## config.mk

```make
export PLATFORM = sky130hd
export DESIGN_NAME = fpnew_opgroup_out_buffer
export DESIGN_NICKNAME = d
export VERILOG_FILES = /design/src/rtl/fpnew_pkg.sv /design/src/rtl/fpnew_opgroup_out_buffer.sv
export SDC_FILE = /design/constraint.sdc
export NUM_CORES = 1
export LEC_CHECK = 0
export ABC_AREA = 0
export CORE_MARGIN = 2
export CORE_UTILIZATION = 51
export CTS_CLUSTER_DIAMETER = 200
export DETAILED_ROUTE_END_ITERATION = 12
export GPL_ROUTABILITY_DRIVEN = 1
export GPL_TIMING_DRIVEN = 0
export PLACE_DENSITY = 0.84
export SYNTH_ARGS = -nofsm -noshare
export SYNTH_HDL_FRONTEND = slang
export SYNTH_SLANG_ARGS = --single-unit
```

## constraint.sdc

```tcl
create_clock -name clk_i -period 6.5 [get_ports clk_i]
set_clock_uncertainty 0.15 [all_clocks]
set_input_delay 0.975 -clock clk_i [delete_from_list [all_inputs] [get_ports clk_i]]
set_output_delay 0.975 -clock clk_i [all_outputs]
set_load 0.005 [all_outputs]
```

## src/rtl/fpnew_pkg.sv

```systemverilog
// Shared FPnew definitions used by the opgroup output buffer: the IEEE status
// flag bundle and the fill value driven on outputs that carry no meaning.
package fpnew_pkg;

  typedef struct packed {
    logic NV;
    logic DZ;
    logic OF;
    logic UF;
    logic NX;
  } status_t;

  localparam logic DONT_CARE = 1'b1;

endpackage

```

## src/rtl/fpnew_opgroup_out_buffer.sv

```systemverilog
// In-order result buffer between an FPU opgroup block and the opgroup arbiter.
// Holds up to Depth results and keeps sticky IEEE flags of everything retired.
module fpnew_opgroup_out_buffer
  import fpnew_pkg::*;
#(
  parameter int unsigned Width   = 32,
  parameter int unsigned Depth   = 2,
  parameter type         TagType = logic
) (
  input  logic             clk_i,
  input  logic             rst_i,
  input  logic             in_valid_i,
  output logic             in_ready_o,
  input  logic [Width-1:0] result_i,
  input  status_t          status_i,
  input  logic             extension_bit_i,
  input  TagType           tag_i,
  input  logic             flush_i,
  output logic             out_valid_o,
  input  logic             out_ready_i,
  output logic [Width-1:0] result_o,
  output status_t          status_o,
  output logic             extension_bit_o,
  output TagType           tag_o,
  output status_t          fflags_o,
  input  logic             fflags_clr_i,
  output logic             busy_o
);

  localparam int unsigned PtrWidth = (Depth > 1) ? $clog2(Depth) : 1;
  localparam int unsigned CntWidth = $clog2(Depth + 1);
  localparam logic [PtrWidth-1:0] LastPtr = PtrWidth'(Depth - 1);
  localparam logic [CntWidth-1:0] FullCnt = CntWidth'(Depth);

  typedef struct packed {
    logic [Width-1:0] result;
    status_t          status;
    logic             ext_bit;
    TagType           tag;
  } output_t;

  output_t             mem_q [Depth];
  output_t             wr_entry;
  output_t             head;
  logic [PtrWidth-1:0] rd_ptr_q, rd_ptr_d;
  logic [PtrWidth-1:0] wr_ptr_q, wr_ptr_d;
  logic [CntWidth-1:0] count_q, count_d;
  status_t             fflags_q, fflags_d;
  logic                push, pop;

  // Pointers wrap explicitly so non-power-of-two depths work.
  function automatic logic [PtrWidth-1:0] ptr_inc(input logic [PtrWidth-1:0] ptr);
    return (ptr == LastPtr) ? '0 : ptr + 1'b1;
  endfunction

  // Ready is purely state-derived: a pop never frees a slot in the same cycle.
  assign in_ready_o  = ~rst_i & (count_q != FullCnt);
  assign out_valid_o = (count_q != '0);
  assign busy_o      = out_valid_o;

  assign push = in_valid_i & in_ready_o & ~flush_i;
  assign pop  = out_valid_o & out_ready_i;

  assign wr_entry = '{result: result_i, status: status_i, ext_bit: extension_bit_i, tag: tag_i};

  always_comb begin
    // NOTE: every always_comb output gets a default first so no path infers a latch.
    rd_ptr_d = rd_ptr_q;
    wr_ptr_d = wr_ptr_q;
    count_d  = count_q;
    if (flush_i) begin
      rd_ptr_d = '0;
      wr_ptr_d = '0;
      count_d  = '0;
    end else begin
      if (push) wr_ptr_d = ptr_inc(wr_ptr_q);
      if (pop)  rd_ptr_d = ptr_inc(rd_ptr_q);
      case ({push, pop})
        2'b10:   count_d = count_q + 1'b1;
        2'b01:   count_d = count_q - 1'b1;
        default: count_d = count_q;
      endcase
    end
  end

  always_comb begin
    head = {$bits(output_t){DONT_CARE}};
    if (out_valid_o) head = mem_q[rd_ptr_q];
  end

  // A flush still retires the head if it is popped in that cycle.
  always_comb begin
    fflags_d = fflags_clr_i ? status_t'('0) : fflags_q;
    if (pop) fflags_d = fflags_d | head.status;
  end

  always_ff @(posedge clk_i) begin
    // NOTE: sequential state is assigned with non-blocking <= so all flops update together.
    if (rst_i) begin
      rd_ptr_q <= '0;
      wr_ptr_q <= '0;
      count_q  <= '0;
      fflags_q <= '0;
    end else begin
      rd_ptr_q <= rd_ptr_d;
      wr_ptr_q <= wr_ptr_d;
      count_q  <= count_d;
      fflags_q <= fflags_d;
    end
  end

  // NOTE: the entry storage is not reset; out_valid_o masks stale contents.
  always_ff @(posedge clk_i) begin
    if (push) mem_q[wr_ptr_q] <= wr_entry;
  end

  assign result_o        = head.result;
  assign status_o        = head.status;
  assign extension_bit_o = head.ext_bit;
  assign tag_o           = head.tag;
  assign fflags_o        = fflags_q;

endmodule

```

==> impl_results.md, run 1 <==
* Status: finished, final reports clean
* Via count at 2039
* Antenna cells at 0
* Inst Count DP at 379
* Initial antenna violation count at 0
* Global-route total usage across every layer at 0.186
* Chip Width at 85.1 µm
* Cell count after synthesis at 210
* Clk root buf: clkbuf_8
* Slowest stage delay, CP at ~0.45 ns
* Routed len/inst at 16.1 µm
* Residual DRC at 0
* Setup CP Type: flop to output pin
* Flops & latches, synth at 88
* CTS resizes at 0
* Seq/Total Area, Yosys at 0.757
* Top_reg_cell synth: edfxtp_1
* Fin crit period at about 3.1 ns
* Slowest CP cell: clkdlybuf4s50_1
* First-pass GRT wire length at 10000 µm
* Worst Path Required at 5.37 ns
* Top cells by area, synth: edfxtp_1, mux2i_1, dfxtp_1
* Drt total wl at ~6400 µm
* Maximum clock frequency at 321 MHz
* Final hold vios at 0
* Area taken by multi-input logic gates at 741 µm²
* RSZ-0062 raised after global routing: no
* P&R area growth vs syn at 37.6%
* IR drop worst, VDD at 0.000147 V
* I/O pin count at 92
* Fill cells at 415
* Most frequent cells in the layout: clkdlybuf4s50_1, edfxtp_1, mux2i_1, nand2_1, dfxtp_1
* Rows at 29
* Number of max-cap violations at 0
* Via density at 5.16
* Initial Util at 0.529
* Mapped Nets at between 200 and 300
* Port bufs at 90
* Worst EP arrival at 1.99 ns
* Class of the worst hold path: flop to flop
* Commonest non-fill, non-tap cell in the layout: clkdlybuf4s50_1
* P_leak at around 1.5 nW
* Die Area at 7250 µm²
* PwrDens at 231 nW/µm²
* # Post-CTS Setup Buffers at 0
* Hold Crit Start: fflags_o[0]
* Share of layout cells above drive strength 1 at 0.0975
* Worst Tran Pin Value at 0.652 ns
* TritonRoute pass-1 iters at 4
* Post-synth ARST share at 0
* Clk Latency, worst-skew pair at 0.35 ns
* Critical-path cell list: buf_4, buf_6, mux2i_1, nand2_1, clkdlybuf4s50_1
* Die Height at 85.1 µm
* Core ar. at 6350 µm²
* CP Max Fanout at 10
* CP Capture Type: output pin
* Vias in the first global route at about 2100
* Synth warnings at 0
* Htree depth at 3
* Gp weighted congestion at 0.721
* Register area at between 2000 and 3000 µm²
* Hold-fix buffers, CTS at 0
* Largest net degree at the start of global routing at 22
* CP top delay family: buffers and inverters
* Area share of the largest cell type after synthesis at 0.698
* Final worst-path cycle share at 0.479
* ANT nets after route at 0
* Final Non-Filler Cells at 395
* Clock sinks at 88
* Leading area contributor after synthesis: edfxtp_1
* Grt total ovfl at 0
* Clk buf depth at 2
* Worst Path Buf+Inv at 3
* Number of synthesized flops with an enable pin at 78
* R2r startpoint: count_q[0]
* Initial drt markers at 73
* Clk slew on worst S/H paths at 0.08 ns
* Avg Inst Size Synth at 16.0 µm²
* CTS Buf Count at 9
* Critical path startpoint category: flop
* Max-slew violations at 0
* TritonCTS clock tree: yes
* Post-Route Setup TNS at 0 ns
* Relative slew slack at 0.564
* Setup-failing EPs final at 0
* Post-DP HPWL at 4420 µm
* Syn Std Cell Area at 3360 µm²
* Fin nets at around 360
* Unique masters post-synth at 23
## cell families after synthesis
logic type	count (synthesis)	share of synthesized area
flip-flops	88	0.757
AND/OR/NAND/NOR	56	0.0671
multiplexers	40	0.119
buffers and inverters	14	0.0265
AO/OA/AOI/OAI	8	0.0183
XOR/XNOR	3	0.00783
adder cells (fa/ha/maj)	1	0.00373
## metal layers
layer	up-vias	share of wire	track usage	wire, µm
met5	-	0	0	0
met1	986	0.41	0.224	2610
li1	974	-	-	-
met3	12	0.052	0.0447	333
met2	67	0.52	0.315	3280
met4	0	0.021	0.0866	132
## state kept, by name (all words and copies together), names as in the netlist, named ones only
name,cells
rd_ptr_q,1
fflags_o,5
mem_q,78
wr_ptr_q,1
count_q,2
## cell usage after synthesis, drive strengths merged, types with 2 or more instances
master,instances
nor3,3
inv,3
nor2,8
xnor2,2
mux2i,40
edfxtp,78
o21ai,2
a2bb2oi,5
nand2,40
dfxtp,10
buf,10
## worst paths after layout
check                                    end  slack [ns]  cells after the start
worst min-delay path             fflags_o[0]        0.35                      2
worst max register to register  mem_q[0][35]        4.39                      4
worst max-delay path            result_o[16]        3.39                      5
worst min register to register   fflags_o[0]        0.35                      2
## layout make-up
cell class                 count  share of cell area
buffer                        11              0.0168
multi-input combinational    108               0.160
clock inverter                 7              0.0152
timing repair buffer          92               0.207
tap                           77              0.0209
inverter                       3             0.00244
clock buffer                   9              0.0268
sequential                    88               0.551
## per-stage QoR
step,power [mW],area [µm²],setup slack [ns],utilization,hold WS (ns)
finish,1.07,4620,3.39,0.727,0.352
global placement,0.706,4350,1.57,0.686,0.310
detailed placement,0.711,4420,3.25,0.697,0.334
floorplan,0.662,3360,2.79,-,0.300
global route,1.11,4620,3.27,0.727,0.388
CTS,1.07,4620,3.34,0.727,0.353
## report_power, final
group | internal [mW] | switching (mW)
Sequential | 0.626 | 0.00315
Clock | 0.178 | 0.191
Combinational | 0.0417 | 0.0271
Total | 0.846 | 0.222
## worst reg2reg max path, stage by stage, from the launching register on
cell and delay [ns]:
dfxtp_1 0.42, nand2b_1 0.14, nand3_1 0.25, nor2_4 0.60
buf_16 0.25
Note: power is estimated with default switching activity, not from simulation.
==> run 2, diff against run 1 <==
--- a/config.mk
+++ b/config.mk
@@ -7,12 +7,12 @@
 export LEC_CHECK = 0
 export ABC_AREA = 0
 export CORE_MARGIN = 2
-export CORE_UTILIZATION = 51
+export CORE_UTILIZATION = 48
 export CTS_CLUSTER_DIAMETER = 200
 export DETAILED_ROUTE_END_ITERATION = 12
 export GPL_ROUTABILITY_DRIVEN = 1
 export GPL_TIMING_DRIVEN = 0
-export PLACE_DENSITY = 0.84
+export PLACE_DENSITY = 0.8
 export SYNTH_ARGS = -nofsm -noshare
 export SYNTH_HDL_FRONTEND = slang
 export SYNTH_SLANG_ARGS = --single-unit
==> constraint.sdc (replaced) <==
create_clock -name clk_i -period 3.1 [get_ports clk_i]
set_clock_uncertainty 0.15 [all_clocks]
set_input_delay 0.465 -clock clk_i [delete_from_list [all_inputs] [get_ports clk_i]]
set_output_delay 0.465 -clock clk_i [all_outputs]
set_load 0.005 [all_outputs]
==> run 2 against run 1 <==
Net effect: final area grew 0.35%; register-to-register slack lost 3.4 ns; routed wire length shrank 3.8%; largest cell class unchanged; power grew 110%; sequential power grew 110%; clock power grew 100%; global-route usage shrank 1.8 points.
==> impl_results.md, run 2 (synthesized netlist as in run 1, its figures left out) <==
* Via count at 2038 (was 2039)
* Vias in the first global route at 2076 (was 2113)
* First-pass GRT wire length at 9570 µm (was 10000 µm)
* P_leak at 1.49 nW (was 1.50 nW)
* Clk root buf: clkbuf_8 (unchanged)
* Drt total wl at 6120 µm (was 6360 µm)
* P&R area growth vs syn at 38.1% (was 37.6%)
* Global-route total usage across every layer at 0.168 (was 0.186)
* DR WL met2 at 3170 µm (was 3280 µm)
* Htree depth at 3 (unchanged)
* TritonCTS clock tree: yes (unchanged)
* CTS resizes at 0 (unchanged)
* Port bufs at 90 (unchanged)
* Clock sinks at 88 (unchanged)
* TritonRoute pass-1 iters at 4 (unchanged)
* Final worst-path cycle share at 0.837
* Largest net degree at the start of global routing at 21 (was 22)
* Wire length on met3 at 354 µm (was 333 µm)
* Grt total ovfl at 0 (unchanged)
* Clk slew on worst S/H paths at 0.09 ns (was 0.08 ns)
* Initial antenna violation count at 0 (unchanged)
* Met1 WL at 2510 µm (was 2610 µm)
* Setup CP Type: flop to output pin (unchanged)
* Fin nets at 359 (unchanged)
* Most frequent cells in the layout: clkdlybuf4s50_1, edfxtp_1, mux2i_1, nand2_1, dfxtp_1 (unchanged)
* Core Util, Final at 0.682 (was 0.727)
* CTS Buf Count at 9 (unchanged)
* IR drop worst, VDD at 0.000326 V (was 0.000147 V)
* Setup-failing EPs final at 0 (unchanged)
* Class of the worst hold path: input port to flop (was flop to flop)
* Worst Path Required at 2.48 ns (was 5.37 ns)
* Clk Latency, worst-skew pair at 0.34 ns (was 0.35 ns)
* Initial drt markers at 76 (was 73)
* Hold-fix buffers, CTS at 0 (unchanged)
* Number of max-cap violations at 0 (unchanged)
* Initial Util at 0.494 (was 0.529)
* Maximum clock frequency at 385 MHz
* Worst EP arrival at 1.98 ns (was 1.99 ns)
* Critical path startpoint category: flop (unchanged)
* Post-DP HPWL at 4270 µm (was 4420 µm)
* Core ar. at 6790 µm² (was 6350 µm²)
* ANT nets after route at 0 (unchanged)
* Die Area at 7680 µm² (was 7250 µm²)
* Clk buf depth at 2 (unchanged)
* Status: finished, final reports clean (unchanged)
* Residual DRC at 0 (unchanged)
* Gp weighted congestion at 0.706 (was 0.721)
* Chip Width at 87.6 µm (was 85.1 µm)
* I/O pin count at 92 (unchanged)
* Routed len/inst at 14.8 µm (was 16.1 µm)
* CP Capture Type: output pin (unchanged)
* Die Height at 87.6 µm (was 85.1 µm)
* Final hold vios at 0 (unchanged)
* Post-route setup slack at 0.504 ns (was 3.39 ns)
* Max reg flops at 78 (unchanged)
* CP Max Fanout at 10 (unchanged)
* Hold_ws at 0.272 ns (was 0.352 ns)
* Relative slew slack at 0.539 (was 0.564)
* Dpl ws at 0.359 ns (was 3.25 ns)
* Fin crit period at ~2.6 ns
* Rows at 30 (was 29)
* Share of layout cells above drive strength 1 at 0.0915 (was 0.0975)
* Commonest non-fill, non-tap cell in the layout: clkdlybuf4s50_1 (unchanged)
* # Post-CTS Setup Buffers at 0 (unchanged)
* Top reg by flops: mem_q (unchanged)
* PwrDens at 476 nW/µm² (was 231 nW/µm²)
* Max-slew violations at 0 (unchanged)
* Max layer used: met4 (unchanged)
* Antenna cells at 0 (unchanged)
* RSZ-0062 raised after global routing: no (unchanged)
* Worst Tran Pin Value at 0.690 ns (was 0.652 ns)
* Via density at 4.93 (was 5.16)
-- run 2: per-stage QoR --
| step | total power [mW] | TNS (ns) | cell area [µm²] | instances |
|---|---|---|---|---|
| finish | 2.21 | 0 | 4630 | 413 |
| global route | 2.29 | 0 | 4630 | 413 |
| floorplan | 1.39 | -7.58 | 3360 | 210 |
| CTS | 2.23 | 0 | 4630 | 413 |
| detailed placement | 1.49 | 0 | 4450 | 398 |
| global placement | 1.48 | -107.38 | 4380 | 396 |
-- run 2: worst paths after layout --
kind / startpoint / to / slack, ns / depth (start not counted)
worst max-delay path: flop / extension_bit_o / 0.50 / 5
worst min-delay path: rst_i / fflags_o[3] / 0.27 / 2
worst max register to register: count_q[0] / mem_q[0][38] / 0.95 / 4
worst min register to register: fflags_o[4] / fflags_o[4] / 0.35 / 2
-- run 2: per-layer routing --
metal  GRT usage  vias to the layer above
li1            -                      974
met1       0.192                      990
met2       0.291                       66
met3      0.0481                        8
met4      0.0769                        0
met5           0                        -
-- run 2: critical path, cell delays in order, from the launching register on --
cell and delay (ns):
dfxtp_1 0.41, buf_4 0.26, buf_6 0.20, mux2i_1 0.22, nand2_1 0.09, clkdlybuf4s50_1 0.45
-- run 2: cell type report --
cell class              instances  area [µm²]
clock buffers                  10         128
well taps                      96         120
fillers                       497        2160
clock inverters                 5        58.8
repair buffers                 92         956
flip-flops and latches         88        2540
multi-input cells             108         741
plain buffers                  11        77.6
inverters                       3        11.3
-- run 2: where the power goes --
part           leakage (nW)  internal (mW)  switching (mW)
Sequential            0.789           1.31         0.00672
Combinational         0.611         0.0875          0.0559
Clock                0.0883          0.368           0.377
Total                  1.49           1.77           0.440
